### src/rtl/cache_request_arbiter.sv
// Round-robin arbiter that shares one DynamicCache port among four requesters.
// Each access runs issue -> capture -> respond; hit/miss statistics saturate.
module cache_request_arbiter #(
    parameter int              NUM_REQ  = 4,
    parameter int              ADDR_W   = 16,
    parameter int              DATA_W   = 32,
    parameter logic [7:0]      PART_MAP = 8'b11_10_01_00
) (
    input  logic                        clk,
    input  logic                        reset,
    input  logic [NUM_REQ-1:0]          req_valid,
    input  logic [NUM_REQ-1:0]          req_rw,
    input  logic [NUM_REQ*ADDR_W-1:0]   req_addr,
    input  logic [NUM_REQ*DATA_W-1:0]   req_wdata,
    output logic [NUM_REQ-1:0]          req_ack,
    output logic [NUM_REQ-1:0]          resp_valid,
    output logic [DATA_W-1:0]           resp_data,
    output logic                        resp_hit,
    output logic [ADDR_W-1:0]           cache_addr,
    output logic                        cache_rw,
    output logic [DATA_W-1:0]           cache_wdata,
    output logic [1:0]                  cache_part,
    output logic [3:0]                  cache_intensity,
    input  logic [DATA_W-1:0]           cache_rdata,
    input  logic                        cache_hit,
    output logic [15:0]                 hit_count,
    output logic [15:0]                 miss_count,
    output logic                        busy
);

    // state   | meaning
    // IDLE    | no access in flight, arbitrate on any request
    // ISSUE   | cache inputs driven, ack the winner
    // CAPTURE | cache result valid, register response and statistics
    // RESP    | pulse resp_valid, may arbitrate straight into ISSUE
    typedef enum logic [1:0] {S_IDLE, S_ISSUE, S_CAPTURE, S_RESP} state_t;

    state_t              state_q, state_d;
    logic [1:0]          ptr_q, ptr_d;
    logic [1:0]          gnt_q, gnt_d;
    logic [ADDR_W-1:0]   addr_q, addr_d;
    logic                rw_q, rw_d;
    logic [DATA_W-1:0]   wdata_q, wdata_d;
    logic [1:0]          part_q, part_d;
    logic [3:0]          intensity_q, intensity_d;
    logic [DATA_W-1:0]   resp_data_q, resp_data_d;
    logic                resp_hit_q, resp_hit_d;
    logic [15:0]         hit_q, hit_d;
    logic [15:0]         miss_q, miss_d;

    logic [1:0]          win;
    logic                win_valid;
    logic                grant;
    logic [2:0]          req_cnt;

    // Scan downward so the requester closest to the pointer overwrites the others.
    always_comb begin
        win       = ptr_q;
        win_valid = |req_valid;
        for (int k = NUM_REQ - 1; k >= 0; k--) begin
            if (req_valid[ptr_q + 2'(k)]) win = ptr_q + 2'(k);
        end
    end

    assign grant = win_valid && (state_q == S_IDLE || state_q == S_RESP);

    always_ff @(posedge clk or posedge reset) begin
        if (reset) begin
            state_q     <= S_IDLE;
            ptr_q       <= '0;
            gnt_q       <= '0;
            addr_q      <= '0;
            rw_q        <= 1'b0;
            wdata_q     <= '0;
            part_q      <= '0;
            intensity_q <= '0;
            resp_data_q <= '0;
            resp_hit_q  <= 1'b0;
            hit_q       <= '0;
            miss_q      <= '0;
        end else begin
            state_q     <= state_d;
            ptr_q       <= ptr_d;
            gnt_q       <= gnt_d;
            addr_q      <= addr_d;
            rw_q        <= rw_d;
            wdata_q     <= wdata_d;
            part_q      <= part_d;
            intensity_q <= intensity_d;
            resp_data_q <= resp_data_d;
            resp_hit_q  <= resp_hit_d;
            hit_q       <= hit_d;
            miss_q      <= miss_d;
        end
    end

    always_comb begin
        state_d = state_q;
        case (state_q)
            S_IDLE:    if (win_valid) state_d = S_ISSUE;
            S_ISSUE:   state_d = S_CAPTURE;
            S_CAPTURE: state_d = S_RESP;
            S_RESP:    state_d = win_valid ? S_ISSUE : S_IDLE;
            default:   state_d = S_IDLE;
        endcase
    end

    always_comb begin
        ptr_d       = ptr_q;
        gnt_d       = gnt_q;
        addr_d      = addr_q;
        rw_d        = rw_q;
        wdata_d     = wdata_q;
        part_d      = part_q;
        resp_data_d = resp_data_q;
        resp_hit_d  = resp_hit_q;
        hit_d       = hit_q;
        miss_d      = miss_q;
        if (grant) begin
            gnt_d   = win;
            addr_d  = req_addr[int'(win)*ADDR_W +: ADDR_W];
            rw_d    = req_rw[win];
            wdata_d = req_wdata[int'(win)*DATA_W +: DATA_W];
            part_d  = PART_MAP[2*int'(win) +: 2];
        end
        if (state_q == S_CAPTURE) begin
            resp_hit_d  = cache_hit;
            resp_data_d = rw_q ? '0 : cache_rdata;
            ptr_d       = gnt_q + 2'd1;
            if (cache_hit) begin
                if (hit_q != 16'hFFFF) hit_d = hit_q + 16'd1;
            end else begin
                if (miss_q != 16'hFFFF) miss_d = miss_q + 16'd1;
            end
        end
    end

    always_comb begin
        req_cnt = '0;
        for (int i = 0; i < NUM_REQ; i++) req_cnt = req_cnt + {2'b00, req_valid[i]};
        case (req_cnt)
            3'd0:    intensity_d = 4'd0;
            3'd1:    intensity_d = 4'd4;
            3'd2:    intensity_d = 4'd8;
            3'd3:    intensity_d = 4'd12;
            default: intensity_d = 4'd15;
        endcase
    end

    // The cache has no enable: outside ISSUE it only sees a harmless re-read.
    always_comb begin
        req_ack    = '0;
        resp_valid = '0;
        if (state_q == S_ISSUE) req_ack[gnt_q]    = 1'b1;
        if (state_q == S_RESP)  resp_valid[gnt_q] = 1'b1;
        cache_rw        = (state_q == S_ISSUE) && rw_q;
        cache_addr      = addr_q;
        cache_wdata     = wdata_q;
        cache_part      = part_q;
        cache_intensity = intensity_q;
        resp_data       = resp_data_q;
        resp_hit        = resp_hit_q;
        hit_count       = hit_q;
        miss_count      = miss_q;
        busy            = (state_q != S_IDLE);
    end

endmodule

### config.mk
export PLATFORM = sky130hd
export DESIGN_NAME = cache_request_arbiter
export DESIGN_NICKNAME = d
export VERILOG_FILES = /design/src/rtl/cache_request_arbiter.sv
export SDC_FILE = /design/constraint.sdc
export NUM_CORES = 1
export LEC_CHECK = 0
export BUFFER_PORTS_ARGS = -buffer_cell sky130_fd_sc_hd__buf_2
export CELL_PAD_IN_SITES_DETAIL_PLACEMENT = 2
export CELL_PAD_IN_SITES_GLOBAL_PLACEMENT = 2
export CORE_MARGIN = 2
export CORE_UTILIZATION = 26
export DETAILED_ROUTE_END_ITERATION = 8
export PLACE_DENSITY = 0.81
export SYNTH_ARGS = -nofsm -noshare
export SYNTH_HDL_FRONTEND = slang
export SYNTH_SLANG_ARGS = --single-unit
### constraint.sdc
create_clock -name clk -period 3.87 [get_ports clk]
set_input_delay 0.1935 -clock clk [delete_from_list [all_inputs] [get_ports clk]]
set_output_delay 0.1935 -clock clk [all_outputs]
set_load 0.005 [all_outputs]
# [After elaboration in Yosys (flattened, before gate mapping)]
# Cells that the tools add are included.
[totals] register_bits=126 inputBits=235 out_inout_bits=129 elab_cells=74
[op_classes] n_addsub=9 magnitude_cmp=7 n_eq_ne=9 shift=3 mux=23 bitwise=1 n_reduce_logical=10
[op_table] operator="$shiftx A128 B8 Y32" count=1
[op_table] operator="$shiftx A64 B7 Y16" count=1
[op_table] operator="$add A16 B1 Y16 const B" count=2
[op_table] operator="$mux W32" count=1
[op_table] operator="$ne A16 B16 Y1 const B" count=2
[op_table] operator="$lt A2 B3 Y1 const B" count=6
[op_table] operator="$pmux W4 S4" count=1
[op_table] operator="$bmux W1 S2" count=5
[op_table] operator="$mux W2" count=5
[op_table] operator="$mux W4" count=2
[op_table] operator="$pmux W2 S4" count=1
[op_table] operator="$shiftx A8 B4 Y2 const A" count=1
[op_table] operator="$mux W1" count=7
[op_table] operator="$eq A3 B2 Y1 const B" count=2
[op_table] operator="$reduce_and A3 Y1" count=2
[op_table] operator="$add A2 B1 Y2 const B" count=2
[op_table] operator="$add A2 B2 Y2 const B" count=2
[op_table] operator="$eq A2 B2 Y1 const B" count=2
[op_table] operator="$reduce_or A4 Y1" count=1
[op_table] operator="$add A2 B1 Y3" count=1
[op_table] operator="$add A3 B1 Y3" count=1
[op_table] operator="$eq A3 B1 Y1 const B" count=1
[op_table] operator="$logic_and A1 B1 Y1" count=3
[op_table] operator="$logic_not A3 Y1" count=1
[op_table] operator="other kinds (9)" count=9

# [Depth between registers and ports, before layout]
[depth] word_depth=9 depth_mapped=9 ltp_nobuf=7

# [Worst setup path after synthesis]
# Ideal clock, no wire load.
[synth_path] path_kind="reg2reg" start="reg state_q[0]" end="reg addr_q[0] (netlist: cache_addr[0])" setup_time_ns=0.086 arrival_time_ns=1.813 required_time_ns=3.784 slack_ns=1.972 path_stages_with_launch=9 path_buffers=3 period_less_slack_ns=1.898 path_cell_list="dfrtp_1 inv_1 ha_1 or2_1 buf_2 or2_1 buf_4 buf_6 o221ai_2"
[synth_between] elab_chain_len=3 elab_cells_between_ends=4 classes_between="1 x eq/ne; 3 x reduce/logical"
[synth_rtl] element="start, declared" line_no="38" rtl="state_t state_q, state_d;"
[synth_rtl] element="start signal, assigned" line_no="82" rtl="state_q <= state_d;"
[synth_rtl] element="$eq A2 B2 Y1 / $logic_not A2 Y1 (equally long branches)" line_no="65" rtl="assign grant = win_valid && (state_q == S_IDLE || state_q == S_RESP);"
[synth_rtl] element="$logic_or A1 B1 Y1 (*)" line_no="65"
[synth_rtl] element="$logic_and A1 B1 Y1 (*)" line_no="65"
[synth_rtl] element="end signal, assigned" line_no="85" rtl="addr_q <= addr_d;"
[synth_rtl] element="end, declared" line_no="41" rtl="logic [ADDR_W-1:0] addr_q, addr_d;"
# Every way passes the cells marked *; elsewhere a longest branch is shown, timed or not.
# A chain may end at the register's enable or synchronous reset.

# [Worst setup path after layout]
[layout_path] start="reg ptr_q[1]" end="reg wdata_q[14] (netlist: cache_wdata[14])"
[layout_between] elab_chain_len=8 elab_cells_between_ends=16 classes_between="3 x add/sub; 1 x shift; 12 x mux"
[layout_rtl] element="start, declared" line_no="39" rtl="logic [1:0] ptr_q, ptr_d;"
[layout_rtl] element="start signal, assigned" line_no="83" rtl="ptr_q <= ptr_d;"
[layout_rtl] element="$add A2 B2 Y2" line_no="61" rtl="if (req_valid[ptr_q + 2'(k)]) win = ptr_q + 2'(k);"
[layout_rtl] element="$bmux W1 S2" line_no="61"
[layout_rtl] element="$mux W1 (not written as such)" line_no="61"
[layout_rtl] element="$mux W2 (3 in series)" line_no="61"
[layout_rtl] element="$mux W2 (*)" line_no="61"
[layout_rtl] element="$shiftx A128 B8 Y32 (*)" line_no="123" rtl="wdata_d = req_wdata[int'(win)*DATA_W +: DATA_W];"
[layout_rtl] element="end signal, assigned" line_no="87" rtl="wdata_q <= wdata_d;"
[layout_rtl] element="end, declared" line_no="43" rtl="logic [DATA_W-1:0] wdata_q, wdata_d;"
# Every way passes the cells marked *; elsewhere a longest branch is shown, timed or not. The select of a mux whose other input is x is not followed.

==> qor.csv <==
metric;value;unit
wl;26.9;mm
final_nets;1248;
overflow;0;
die_area;27400;um2
max_freq;417;MHz
relSlewSlack;0.316;
ant_nets;0;
fillers;2875;
synth_nets;867;
cp_max_fo;47;
worst_pin_slew;1.03;ns
synth_seq_cells;123;
finalHoldViolCount;0;
syn_to_final_growth;44.7;%
wl_per_cell;20.0;um
reg2reg_slack;1.47;ns
cts_setup_buffers;0;
final_cell_mix;363 x buf_2, 123 x dfrtp_1, 99 x mux2i_1;
holdWs;0.0223;ns
end_kind;flop;
antenna_found_initial;2;
max_stage_delay;0.55;ns
final_util;0.380;
die_w;166;um
ff2ff_path_depth;6;
setup_viol;0;
critPathKind;reg -> reg;
post-route-min-period;2.40;ns
post-route-cell-area;9820;um2
grt_pass1_vias;6923;
dp_hpwl;19.8;mm
synth_flop_cell;dfrtp_1;
path_cells;nor3b_2, o22ai_1, a2bb2oi_4, buf_12, mux2i_1, o221ai_2;
grt_use_total;0.192;
regArea;3080;um2
finalCritPeriodShare;0.620;
cts_buffers;17;
finClkSkew;0.0104;ns
dpl_worst_slack;1.38;ns
worst_slack;1.47;ns
rows;59;
grt_pass1_wl;39.8;mm
p_leak;5.04;nW
cp_slowest_cell;a2bb2oi_4;
clk_pin_slew;0.06;ns
cts_buffer_depth;2;
start_util;0.263;
vias;6298;
async_flop_share;1.00;
timing.rr.end;cache_wdata[14]$_DFFE_PP0P_;
synth-edff-count;0;
crit_required;4.13;ns
hold_path_class;in -> reg;
mostFrequentLayoutCell;buf_2;
cp-startpoint;ptr_q[1]$_DFFE_PP0N_;
drc;0;
root_buffer;clkbuf_16;
synthDistinctLibCells;47;
num_io_pins;364;
tns;0;ns
p_per_area;753;nW/um2
start_kind;flop;
port_buffers;363;
cap_violations;0;
grt_max_degree;74;
gp_congestion;0.771;
avgSynthCellArea;11.0;um2
viasPerCell;4.68;
seq_area_frac_synth;0.454;
cts_tree;yes;
outcome;finished clean;
synth_area;6790;um2
rsz0062_at_grt;false;
drt-initial-drc-count;187;
worstSkewPairLatency;0.41;ns
multi_input_area;3300;um2
timing.critical_path.to;cache_wdata[14]$_DFFE_PP0P_;
synthCells;617;
cp.arrival;2.66;ns
drv_slew;0;
first_pass_iters;4;
htreeDepth;4;
core-area;25800;um2
drive_gt1_frac;0.460;
synth_warnings;0;
min_from;cache_rdata[16];
r2r-start;ptr_q[1]$_DFFE_PP0N_;
placed_area;8910;um2
clock_sinks;123;
die_height;166;um
vdd_drop_max;302;uV
-- report_power, final --
group          leakage, nW  internal, W  switching (W)
sequential            1.56      0.00180       0.000354
clock                0.302      0.00110       0.000625
combinational         3.18      0.00152        0.00199
-- state kept, by name (all words and copies together) (netlist names) --
| signal | cells |
|---|---|
| miss_count | 16 |
| cache_intensity | 3 |
| gnt_q | 2 |
| resp_data | 32 |
| cache_addr | 16 |
| rw_q | 1 |
| resp_hit | 1 |
| ptr_q | 2 |
| cache_wdata | 32 |
| hit_count | 16 |
| state_q | 2 |
-- critical path, delay by kind of cell, from the launching register on --
family | cells | cell delay [ns]
buf+inv | 1 | 0.36
compound gates | 3 | 0.80
mux | 1 | 0.34
flops | 1 | 0.48
simple gates | 1 | 0.20
-- logic make-up (layout without fill, tap and decap cells) --
group	Yosys count	after routing	synth area share
other	0	1	0
adder cells (fa/ha/maj)	15	15	0.0288
AND/OR/NAND/NOR	161	161	0.112
multiplexers	102	102	0.151
AO/OA/AOI/OAI	103	103	0.154
XOR/XNOR	29	29	0.0374
buffers and inverters	84	478	0.0634
flip-flops	123	123	0.454
-- cell type report --
| cell class | instances | area share |
|---|---|---|
| clock inverters | 9 | 0.0138 |
| multi-input cells | 410 | 0.336 |
| clock buffers | 23 | 0.0507 |
| repair buffers | 399 | 0.225 |
| inverters | 47 | 0.0182 |
| well taps | 335 | 0.0427 |
| diodes | 1 | 0.000255 |
| flip-flops and latches | 123 | 0.313 |
-- metal layers --
layer  global-route usage  part of all wire  vias up
met3               0.0522             0.063       37
met5                    0           0.00048        -
li1                     -                 -     2933
met1                0.220              0.39     3107
met4               0.0584             0.021        2
met2                0.346              0.53      219
-- timing repair --
action                    CTS  global route
gates resized for setup     0             0
hold buffers               27             1
hold endpoints to repair   76             1
-- synth_stat cells, types with 2 or more instances --
cell type	instances	area, um2
dfrtp_1	123	3080
mux2i_1	99	991
nand2_1	96	360
o221ai_2	48	721
inv_1	47	176
o21ai_0	37	185
xnor2_1	16	140
ha_1	14	175
xor2_1	13	114
buf_4	12	90.1
clkbuf_1	12	45.0
nor2_1	12	45.0
and2_1	10	62.6
nand3_1	10	50.1
nand4_1	9	56.3
buf_2	5	25.0
buf_6	5	56.3
a21oi_1	4	20.0
nor3_1	4	20.0
nand2b_1	3	18.8
o22ai_1	3	18.8
and3_1	2	12.5
and4_1	2	17.5
buf_8	2	30.0
mux2_1	2	22.5
nor2b_1	2	12.5
nor3b_2	2	25.0
o21ai_1	2	10.0
or2_1	2	12.5
or2_2	2	12.5
-- worst min path at each step --
stage	cells past startpoint	end
global route	3	resp_data[16]$_DFFE_PP0N_
finish	3	resp_data[16]$_DFFE_PP0N_
global placement	2	hit_count[15]$_DFFE_PP0P_
detailed placement	2	hit_count[2]$_DFFE_PP0P_
CTS	3	resp_data[6]$_DFFE_PP0N_
floorplan	2	resp_data[0]$_DFFE_PP0N_
-- through the flow --
step,total power (W),std cells
final,0.00739,1347
after floorplan,0.00446,617
after CTS,0.00753,1345
after detailed placement,0.00574,1286
after global placement,0.00557,1286
after global routing,0.00798,1347
Note: power is estimated with default switching activity, not from simulation.
